**src/rtl/euclid_pkg.sv**
```systemverilog
// Shared constants for the RS(15,11) key-equation stage: iteration count,
// control-word layout and sequencer state encodings.
package euclid_pkg;

    localparam int unsigned T        = 2;
    localparam int unsigned NUM_ITER = 2 * T;
    localparam int unsigned CTRL_W   = 5;
    localparam int unsigned ST_W     = 3;

    localparam logic [ST_W-1:0] ST_IDLE  = 3'd0;
    localparam logic [ST_W-1:0] ST_LOAD  = 3'd1;
    localparam logic [ST_W-1:0] ST_CHECK = 3'd2;
    localparam logic [ST_W-1:0] ST_CALC  = 3'd3;
    localparam logic [ST_W-1:0] ST_SHIFT = 3'd4;
    localparam logic [ST_W-1:0] ST_DONE  = 3'd5;

    localparam int unsigned CTRL_LOAD  = 0;
    localparam int unsigned CTRL_CHECK = 1;
    localparam int unsigned CTRL_CALC  = 2;
    localparam int unsigned CTRL_SHIFT = 3;
    localparam int unsigned CTRL_DONE  = 4;

    // One-hot control word driven while in a given state; unencoded states are idle.
    function automatic logic [CTRL_W-1:0] state_ctrl(input logic [ST_W-1:0] st);
        logic [CTRL_W-1:0] c;
        c = '0;
        case (st)
            ST_LOAD:  c[CTRL_LOAD]  = 1'b1;
            ST_CHECK: c[CTRL_CHECK] = 1'b1;
            ST_CALC:  c[CTRL_CALC]  = 1'b1;
            ST_SHIFT: c[CTRL_SHIFT] = 1'b1;
            ST_DONE:  c[CTRL_DONE]  = 1'b1;
            default:  c = '0;
        endcase
        return c;
    endfunction

endpackage

```
**src/rtl/euclid_controller.sv**
```systemverilog
// Free-running sequencer for the Euclidean key-equation datapath: LOAD, 2T rounds of
// CHECK/CALC/SHIFT, then DONE, repeating back-to-back.
module euclid_controller #(
    parameter int unsigned T = euclid_pkg::T
) (
    input  logic                        CLK,
    input  logic                        RESET,
    output logic [euclid_pkg::CTRL_W-1:0] CONTROL
);
    import euclid_pkg::*;

    localparam int unsigned ITERS  = 2 * T;
    localparam int unsigned ITER_W = (ITERS > 1) ? $clog2(ITERS) : 1;
    localparam logic [ITER_W-1:0] LAST_ITER = ITER_W'(ITERS - 1);

    // Power-up values match reset so the block is defined without a reset pulse.
    logic [ST_W-1:0]   state_q   = ST_IDLE;
    logic [ST_W-1:0]   state_d;
    logic [ITER_W-1:0] iter_q    = '0;
    logic [ITER_W-1:0] iter_d;
    logic [CTRL_W-1:0] control_q = '0;

    // Next-state and iteration-counter logic.
    always_comb begin
        state_d = ST_IDLE;
        iter_d  = iter_q;
        case (state_q)
            ST_IDLE:  state_d = ST_LOAD;
            ST_LOAD: begin
                iter_d  = '0;
                state_d = ST_CHECK;
            end
            ST_CHECK: state_d = ST_CALC;
            ST_CALC:  state_d = ST_SHIFT;
            ST_SHIFT: begin
                // Hold the counter on the last round so it never wraps inside a frame.
                if (iter_q == LAST_ITER) begin
                    state_d = ST_DONE;
                end else begin
                    state_d = ST_CHECK;
                    iter_d  = iter_q + ITER_W'(1);
                end
            end
            ST_DONE:  state_d = ST_LOAD;
            default:  state_d = ST_IDLE;
        endcase
    end

    // CONTROL is registered from the next state so it tracks state_q with no input path.
    always_ff @(posedge CLK) begin
        if (RESET) begin
            state_q   <= ST_IDLE;
            iter_q    <= '0;
            control_q <= '0;
        end else begin
            state_q   <= state_d;
            iter_q    <= iter_d;
            control_q <= state_ctrl(state_d);
        end
    end

    assign CONTROL = control_q;

endmodule

```
**config.mk**
```make
export PLATFORM = sky130hd
export DESIGN_NAME = euclid_controller
export DESIGN_NICKNAME = d
export VERILOG_FILES = /design/src/rtl/euclid_pkg.sv /design/src/rtl/euclid_controller.sv
export SDC_FILE = /design/constraint.sdc
export NUM_CORES = 1
export LEC_CHECK = 0
export CAP_MARGIN = 20
export CORE_AREA = 5 5 42 44
export DETAILED_ROUTE_END_ITERATION = 6
export DIE_AREA = 0 0 47 49
export GPL_TIMING_DRIVEN = 0
export PLACE_DENSITY_LB_ADDON = 0.3
export RECOVER_POWER = 100
export SLEW_MARGIN = 20
export SYNTH_ARGS = -nofsm -noshare
export SYNTH_HDL_FRONTEND = slang
export SYNTH_SLANG_ARGS = --single-unit
```
**constraint.sdc**
```tcl
create_clock -name CLK -period 1 [get_ports CLK]
set_input_delay 0.1 -clock CLK [delete_from_list [all_inputs] [get_ports CLK]]
set_output_delay 0.1 -clock CLK [all_outputs]
set_load 0.02 [all_outputs]
```
==> results of run 1 <==
## cells in the final DEF, fill, tap and decap left out, types with 2 or more instances in the layout
cell      instances
a22oi_1           2
buf_4             2
clkbuf_1          4
clkbuf_4          3
dfxtp_1           6
dfxtp_2           3
inv_1             2
nand2b_1          2
nor2_1            3
## layer usage
metal	track usage (%)	vias to the layer above	part of all wire [%]
met1	9.33	159	43
met4	1.38	0	0
met5	0	-	0
met2	10.2	9	45
met3	5.54	0	11
li1	-	169	-
## area by class of cell
type | count | share of cell area (%)
multi-input cells | 27 | 42.4
flip-flops and latches | 10 | 35.4
repair buffers | 8 | 8.53
clock buffers | 4 | 6.18
well taps | 16 | 3.41
plain buffers | 2 | 2.77
inverters | 2 | 1.28
## state kept, by name (all words and copies together), names as in the netlist
name,flops
CONTROL,5
iter_q,2
state_q,3
## path summary, 6_finish.rpt
path / from / end / slack [ps] / cells past startpoint
worst min-delay path: state_q[2]$_SDFF_PP0_ / CONTROL[2]$_SDFF_PP0_ / 470 / 1
worst max-delay path: iter_q[0]$_SDFFE_PP0P_ / iter_q[1]$_SDFFE_PP0P_ / 8 / 3
worst max register to register: iter_q[0]$_SDFFE_PP0P_ / iter_q[1]$_SDFFE_PP0P_ / 8 / 3
worst min register to register: state_q[2]$_SDFF_PP0_ / CONTROL[2]$_SDFF_PP0_ / 470 / 1
## power groups by stage
stage          logic [uW]  clock network, uW  registers, uW
2_1_floorplan         104                  0            460
3_3_place_gp          167                  0            443
3_5_place_dp          167                  0            444
4_1_cts               150                369            450
5_1_grt               176                393            455
6_report              159                355            452
## what timing repair did
item                                   in CTS  in global routing
resized for setup                          15                 11
buffers inserted                            1                  1
pin swaps                                   2                  1
endpoints found under the hold margin       0                  0
setup endpoints to repair                   9                 10
## cell usage after synthesis
master / instances / area [um^2]
xor2_1: 1 / 8.76
nand2b_1: 2 / 12.5
inv_1: 2 / 7.51
a21oi_1: 2 / 10.0
a22oi_1: 2 / 15.0
nor4b_1: 1 / 8.76
nand2_1: 1 / 3.75
nor3_1: 2 / 10.0
and3b_2: 1 / 10.0
a32oi_1: 1 / 8.76
nor2_1: 5 / 18.8
clkbuf_1: 1 / 3.75
o21ba_2: 1 / 10.0
dfxtp_1: 10 / 200
ha_1: 1 / 12.5
o32ai_2: 1 / 16.3
nor2b_4: 1 / 13.8
buf_6: 1 / 11.3
nand3b_1: 1 / 7.51
buf_2: 1 / 5.00
nor4_1: 1 / 6.26
o21a_1: 1 / 7.51
and2b_2: 1 / 8.76
o32ai_1: 1 / 8.76
## cells by family after synthesis
family,Yosys count,share of synthesized area [%]
flip-flops,10,47.1
AND/OR/NAND/NOR,16,23.5
buffers and inverters,5,6.47
XOR/XNOR,1,2.06
AO/OA/AOI/OAI,9,17.9
adder cells (fa/ha/maj),1,2.94
## per-stage QoR
stage / setup TNS [ps] / util [%] / cells
2_1_floorplan: 0 / - / 42
3_3_place_gp: -2010 / 37.6 / 64
3_5_place_dp: -1990 / 37.6 / 64
4_1_cts: 0 / 41.7 / 68
5_1_grt: -128 / 41.9 / 69
6_report: 0 / 41.9 / 69
## worst max-delay path: stages (launching register included)
cell     delay, ps
dfxtp_4        350
ha_4           230
a32oi_2        200
o32ai_2         90
==> metrics, run 1 <==
status=complete, no violations; GR Util All Layers=7.42%; Final WS setup=8.12 ps; WL final=~780 um; final instance area=587 um^2; CTS sink cnt=10; Longest Clk Path Bufs=2; TritonCTS buffer count=3; IO Pins=7; vias=337; Clock H-tree levels=1; DP Wirelength=514 um; vias in the first global route=290; Multi-input gate area=about 250 um^2; Core ar.=1400 um^2; largest net degree at the start of global routing=11; Max Freq=just over 1000 MHz; overall power=966 uW; Slew headroom=83.3%; DRT Pass-1 Iters=2; drt drc=0; final hold vios=0; Die Y=49 um; initial antenna violation count=0; unrepaired setup endpoints after global routing=yes; peak supply drop=0.935 mV; IO buf count=6; worst slack at placement=-314 ps; maxcap violations=0; pwr/cell area=1650 nW/um^2; Max Transition Viols Final=0; Netlist cell types=24; WP data arrival=between 1000 and 1500 ps; synthesized instance count=42; CP max FO=2; sequential power share=46.8%; Tcrit/Tclk final=99.2%; worst path required time=1150 ps; Rows=14; DR vias/cell=around 4.9; Tmin final=about 990 ps; Overflow after GRT=0; Initial Util=30.4%; Hold WS=~470 ps; FF+latch count, synth=10; layout cell share with drive strength beyond 1=45.3%; Storage cell area=208 um^2; DIE AREA=2300 um^2; Synth Area per Inst=10.1 um^2; first-pass GRT wire length=1.24 mm; initial DRC count=5; fill count=roughly 150; Die Wd=between 40 and 50 um; switching pwr=240 uW; critical path type=register to register; Sw Ratio=24.9%; CTS Root Cell=clkbuf_4; Skew-Pair Late Insertion Delay=260 ps; gp weighted congestion=0.737; crit end category=register; post-synthesis sequential area ratio=47.1%; DRT antenna net count=0; DP Area=527 um^2; CP Launch Type=register; min-delay worst type=register to register; Leakage Power=0.000213 uW; synth-to-layout area growth=37.9%; Mapped Area=between 400 and 500 um^2; power share of the clock group=36.7%; Yosys warning count=0; final net count=57; skew final=3.42 ps; routed len/inst=11.3 um; CTS Hold Bufs=0; Syn Nets=between 40 and 50; clock slew at reported path FFs=approximately 60 ps; Pint=roughly 730 uW; Worst-Margin Slew=247 ps; CTS tree=done; Comb power frac=16.5%; antenna diode count=0; final setup vio count=0
Power figures use the tool's default switching activity.
==> inputs of run 2 (changes only) <==
--- a/config.mk
+++ b/config.mk
@@ -6,9 +6,9 @@
 export NUM_CORES = 1
 export LEC_CHECK = 0
 export CAP_MARGIN = 20
-export CORE_AREA = 5 5 42 44
+export CORE_AREA = 2 2 39 41
 export DETAILED_ROUTE_END_ITERATION = 6
-export DIE_AREA = 0 0 47 49
+export DIE_AREA = 0 0 41 43
 export GPL_TIMING_DRIVEN = 0
 export PLACE_DENSITY_LB_ADDON = 0.3
 export RECOVER_POWER = 100
==> metrics, run 2 (synthesized netlist as in run 1, its figures left out) <==
max incr delay on CP=350 ps (about the same); CTS sink cnt=10 (unchanged); IO Pins=7 (unchanged); Overflow after GRT=0 (unchanged); final net count=57 (unchanged); first-pass GRT wire length=1.24 mm (unchanged); Bufs and invs on worst path=0 (unchanged); Slew headroom=83.5% (was 83.3%); initial antenna violation count=0 (unchanged); Worst R2R Start=iter_q[0]$_SDFFE_PP0P_ (unchanged); commonest non-fill, non-tap cells in the layout=dfxtp_1, clkbuf_1, nor2_1, clkbuf_4, dfxtp_4 (was dfxtp_1, clkbuf_1, nor2_1, clkbuf_4, dfxtp_2); gp weighted congestion=0.693 (was 0.737); Final Util=42.2% (was 41.9%); CP max FO=4 (was 2); Longest Clk Path Bufs=2 (unchanged); crit end category=register (unchanged); worst slack at placement=-298 ps (was -314 ps); unrepaired setup endpoints after global routing=yes (unchanged); status=complete, no violations (unchanged); critical path type=register to register (unchanged); Hold WS=463 ps (was 472 ps); flop-to-flop setup slack=10 ps (was 8 ps); Tmin final=989 ps (was 992 ps); pwr/cell area=1640 nW/um^2 (was 1650 nW/um^2); skew final=3.91 ps (was 3.42 ps); drt drc=0 (unchanged); cell family with most CP delay=flip-flops (unchanged); largest net degree at the start of global routing=11 (unchanged); synth-to-layout area growth=37.4% (was 37.9%); reg2reg path depth=4 (was 3); clock slew at reported path FFs=70 ps (was 60 ps); CTS Root Cell=clkbuf_4 (unchanged); Skew-Pair Late Insertion Delay=270 ps (was 260 ps); GR Util All Layers=10.9% (was 7.42%); routed len/inst=10.7 um (was 11.3 um); final setup vio count=0 (unchanged); r2r endpoint=iter_q[0]$_SDFFE_PP0P_ (was iter_q[1]$_SDFFE_PP0P_); DRT antenna net count=0 (unchanged); Initial Util=30.7% (was 30.4%); vias=324 (was 337); Max Transition Viols Final=0 (unchanged); Tcrit/Tclk final=98.9% (was 99.2%); CP Launch Type=register (unchanged); Die Wd=41 um (was 47 um); crit path cell chain=ha_4 > nor2_2 > a22oi_1 > o32ai_1 (was ha_4 > a32oi_2 > o32ai_2); max FFs per register=5 (unchanged); Core ar.=1380 um^2 (was 1400 um^2); peak supply drop=0.689 mV (was 0.935 mV); Die Y=43 um (was 49 um); DRT Pass-1 Iters=3 (was 2); DIE AREA=1760 um^2 (was 2300 um^2); CTS tree=done (unchanged); Rows=14 (unchanged); Worst Setup SP=iter_q[0]$_SDFFE_PP0P_ (unchanged); final setup TNS=0 ps (unchanged); worst path required time=1170 ps (was 1150 ps); Worst-Margin Slew=248 ps (was 247 ps); layout cell share with drive strength beyond 1=43.4% (was 45.3%); min-delay worst type=register to register (unchanged); final hold vios=0 (unchanged); CTS Hold Bufs=0 (unchanged); commonest non-fill, non-tap cell in the layout=dfxtp_1 (unchanged); WP data arrival=1160 ps (was 1140 ps); Hold Path Stages=1 (unchanged); TritonCTS buffer count=3 (unchanged); Clock H-tree levels=1 (unchanged); maxcap violations=0 (unchanged); initial DRC count=5 (unchanged); overall power=960 uW (was 966 uW); DP Wirelength=459 um (was 514 um); antenna diode count=0 (unchanged); CP Depth=4 (was 3); WL final=740 um (was 780 um); IO buf count=6 (unchanged); Final WS setup=11.3 ps (was 8.12 ps); Worst path slowest cell=dfxtp_4 (unchanged); DR vias/cell=4.70 (was 4.88); vias in the first global route=302 (was 290); Max Freq=1010 MHz (about the same); Leakage Power=0.000213 uW (about the same); CP endpoint=iter_q[0]$_SDFFE_PP0P_ (was iter_q[1]$_SDFFE_PP0P_)
==> run 2: cell count changes in the layout (fill, tap and decap cells not counted) <==
cell / before / now
dfxtp_4: 1 / 3
a21oi_1: 1 / 2
a21oi_2: 1 / 0
dfxtp_1: 6 / 5
dfxtp_2: 3 / 2
nor3_1: 1 / 2
nor3_2: 1 / 0
==> run 2: timing repair <==
item / in CTS / in global routing
setup buffers: 1 / 1
setup endpoints to repair: 8 / 11
gates resized for setup: 14 / 13
pin swaps: 2 / 1
==> run 2: how the worst min path moves through the flow <==
stage	startpoint	endpoint	slack, ps
after floorplan	RESET	iter_q[0]$_SDFFE_PP0P_	290
after global placement	state_q[2]$_SDFF_PP0_	CONTROL[2]$_SDFF_PP0_	520
after detailed placement	state_q[2]$_SDFF_PP0_	CONTROL[2]$_SDFF_PP0_	510
after CTS	state_q[2]$_SDFF_PP0_	CONTROL[2]$_SDFF_PP0_	480
after global routing	state_q[2]$_SDFF_PP0_	CONTROL[2]$_SDFF_PP0_	490
final	state_q[2]$_SDFF_PP0_	CONTROL[2]$_SDFF_PP0_	460
==> run 2: through the flow <==
stage	area (um^2)	instances
after global placement	527	64
after floorplan	447	42
after detailed placement	527	64
after global routing	584	69
final	584	69
after CTS	583	68
==> run 2: worst reg2reg max path: stages, from the launching register on <==
cell	delay, ps
dfxtp_4	350
ha_4	180
nor2_2	90
a22oi_1	70
o32ai_1	210
==> run 2: cell type report <==
class | count | area (um^2)
plain buffers | 2 | 16.3
clock buffers | 4 | 36.3
fillers | 144 | 800
inverters | 2 | 7.51
multi-input cells | 27 | 240
flip-flops and latches | 10 | 214
well taps | 16 | 20.0
repair buffers | 8 | 50.0
==> run 2: power breakdown <==
part	switching, uW	total (uW)	leakage (uW)	internal, uW
Clock	148	369	0.0000210	221
Combinational	73.2	145	0.000107	71.5
Sequential	26.4	447	0.0000846	421
Total	247	960	0.000213	713
==> run 2: metal layers <==
layer	vias to the layer above	part of all wire (%)	wire length, um	global-route usage (%)
li1	171	-	-	-
met4	0	0.54	4	10.0
met1	145	45	335	12.7
met2	6	49	360	15.0
met5	-	0	0	0
met3	2	5.4	40	3.14
==> inputs of run 3 (changes only) <==
--- a/config.mk
+++ b/config.mk
@@ -12,7 +12,6 @@
 export GPL_TIMING_DRIVEN = 0
 export PLACE_DENSITY_LB_ADDON = 0.3
 export RECOVER_POWER = 100
-export SLEW_MARGIN = 20
 export SYNTH_ARGS = -nofsm -noshare
 export SYNTH_HDL_FRONTEND = slang
 export SYNTH_SLANG_ARGS = --single-unit
==> constraint.sdc (replaced) <==
create_clock -name CLK -period 0.9 [get_ports CLK]
set_input_delay 0.09 -clock CLK [delete_from_list [all_inputs] [get_ports CLK]]
set_output_delay 0.09 -clock CLK [all_outputs]
set_load 0.02 [all_outputs]
==> metrics, run 3 (synthesized netlist as in run 1, its figures left out) <==
DP Area=534 um^2 (was 527 um^2); Die Wd=41 um (unchanged); Slew headroom=86.4% (was 83.5%); DR vias/cell=4.70 (unchanged); Overflow after GRT=0 (unchanged); final setup vio count=6 (was 0); DP Wirelength=477 um (was 459 um); IO Pins=7 (unchanged); Sw Ratio=26.2% (was 25.7%); initial antenna violation count=0 (unchanged); crit end category=register (unchanged); antenna diode count=0 (unchanged); final net count=58 (was 57); largest net degree at the start of global routing=11 (unchanged); min-delay worst type=register to register (unchanged); CTS sink cnt=10 (unchanged); Tmin final=982 ps (was 989 ps); cell family with most CP delay=flip-flops (unchanged); WP data arrival=1120 ps (was 1160 ps); WL final=707 um (was 740 um); DRT antenna net count=0 (unchanged); pwr/cell area=1690 nW/um^2 (was 1640 nW/um^2); first-pass GRT wire length=1.21 mm (was 1.24 mm); Final WS setup=-81.7 ps (was 11.3 ps); GR Util All Layers=10.5% (was 10.9%); Storage cell area=211 um^2 (was 214 um^2); DIE AREA=1760 um^2 (unchanged); power share of the clock group=30.5% (was 38.4%); maxcap violations=0 (unchanged); CP Launch Type=register (unchanged); routed len/inst=10.2 um (was 10.7 um); crit path cell chain=ha_4 > nor2_4 > o21ba_4 > o32ai_1 (was ha_4 > nor2_2 > a22oi_1 > o32ai_1); IO buf count=6 (unchanged); Longest Clk Path Bufs=2 (unchanged); fill count=143 (was 144); layout cell share with drive strength beyond 1=52.8% (was 43.4%); Worst R2R Start=iter_q[1]$_SDFFE_PP0P_ (was iter_q[0]$_SDFFE_PP0P_); status=finished, violations left (was complete, no violations); Max Transition Viols Final=0 (unchanged); commonest non-fill, non-tap cell in the layout=clkbuf_2 (was dfxtp_1); Pint=709 uW (was 713 uW); CTS Root Cell=clkbuf_4 (unchanged); Hold Path Stages=1 (unchanged); vias=324 (unchanged); Multi-input gate area=241 um^2 (was 240 um^2); reg2reg path depth=4 (unchanged); vias in the first global route=298 (was 302); final setup TNS=-257 ps (was 0 ps); sequential power share=53.0% (was 46.6%); Die Y=43 um (unchanged); switching pwr=252 uW (was 247 uW); DRT Pass-1 Iters=2 (was 3); Skew-Pair Late Insertion Delay=260 ps (was 270 ps); CP max FO=4 (unchanged); commonest non-fill, non-tap cells in the layout=clkbuf_2, dfxtp_1, nor2_1 (was dfxtp_1, clkbuf_1, nor2_1, clkbuf_4, dfxtp_4); skew final=3.91 ps (about the same); drt drc=0 (unchanged); initial DRC count=3 (was 5); Worst path slowest cell=dfxtp_2 (was dfxtp_4); TritonCTS buffer count=3 (unchanged); final instance area=569 um^2 (was 584 um^2); Rows=14 (unchanged); final hold vios=0 (unchanged); Tcrit/Tclk final=109% (was 98.9%); gp weighted congestion=0.729 (was 0.693); Worst-Margin Slew=202 ps (was 248 ps); synth-to-layout area growth=33.8% (was 37.4%); Clock H-tree levels=1 (unchanged); max FFs per register=5 (unchanged); unrepaired setup endpoints after global routing=yes (unchanged); max incr delay on CP=330 ps (was 350 ps); Core ar.=1380 um^2 (unchanged); worst path required time=1040 ps (was 1170 ps); r2r endpoint=iter_q[0]$_SDFFE_PP0P_ (unchanged); Comb power frac=16.4% (was 15.1%); clock slew at reported path FFs=60 ps (was 70 ps); Bufs and invs on worst path=0 (unchanged); failing checks=negative setup slack; critical path type=register to register (unchanged); peak supply drop=0.602 mV (was 0.689 mV); Max Freq=1020 MHz (was 1010 MHz); Leakage Power=0.000218 uW (was 0.000213 uW); min-delay src=state_q[2]$_SDFF_PP0_ (unchanged); Initial Util=30.7% (unchanged); CTS tree=done (unchanged); Worst Hold End=CONTROL[2]$_SDFF_PP0_ (unchanged); flop-to-flop setup slack=-80 ps (was 10 ps)
[run 3: final cells by class]
type	instances	area share, %
plain buffers	1	0.879
clock buffers	3	3.96
inverters	2	1.32
multi-input cells	27	42.4
flip-flops and latches	10	37.1
well taps	16	3.52
repair buffers	10	10.8
[run 3: power by group through the flow]
| stage | Sequential, uW | Clock (uW) | Combinational [uW] |
|---|---|---|---|
| 6_report | 509 | 293 | 158 |
| 5_1_grt | 515 | 328 | 174 |
| 4_1_cts | 500 | 313 | 178 |
| 3_5_place_dp | 492 | 0 | 195 |
| 3_3_place_gp | 492 | 0 | 195 |
| 2_1_floorplan | 510 | 0 | 124 |
[run 3: per-layer routing]
layer	track usage [%]	vias up	wire length [um]
li1	-	172	-
met1	13.6	140	325
met2	13.8	9	320
met3	4.71	3	43
met4	6.00	0	17
met5	0	-	0
[run 3: repair_timing]
action,in CTS,in global routing
resized for setup,27,3
endpoints found under the setup margin,13,9
setup buffers,4,0
hold buffers,0,0
pin swaps,6,1
hold endpoints to repair,0,0
[run 3: worst register-to-register path: stages (launching register included)]
cell	delay (ps)
dfxtp_2	330
ha_4	170
nor2_4	130
o21ba_4	160
o32ai_1	60
[run 3: worst max path at each step]
| stage | from | end | slack, ps | cells past startpoint |
|---|---|---|---|---|
| 2_1_floorplan | iter_q[1]$_SDFFE_PP0P_ | iter_q[1]$_SDFFE_PP0P_ | -50 | 4 |
| 3_3_place_gp | RESET | CONTROL[3]$_SDFF_PP0_ | -410 | 3 |
| 3_5_place_dp | RESET | CONTROL[3]$_SDFF_PP0_ | -400 | 3 |
| 4_1_cts | iter_q[1]$_SDFFE_PP0P_ | iter_q[0]$_SDFFE_PP0P_ | -90 | 4 |
| 5_1_grt | iter_q[0]$_SDFFE_PP0P_ | iter_q[0]$_SDFFE_PP0P_ | -140 | 4 |
| 6_report | iter_q[1]$_SDFFE_PP0P_ | iter_q[0]$_SDFFE_PP0P_ | -80 | 4 |
[run 3: per-stage QoR]
stage	std cells	hold WS (ps)	setup slack (ps)	utilization [%]	power, uW
final	69	481	-81.7	41.1	961
after global routing	69	478	-141	41.1	1020
after CTS	70	471	-85.5	41.6	992
after detailed placement	64	520	-401	38.6	687
after global placement	64	514	-409	38.6	687
after floorplan	42	279	-54.6	-	635
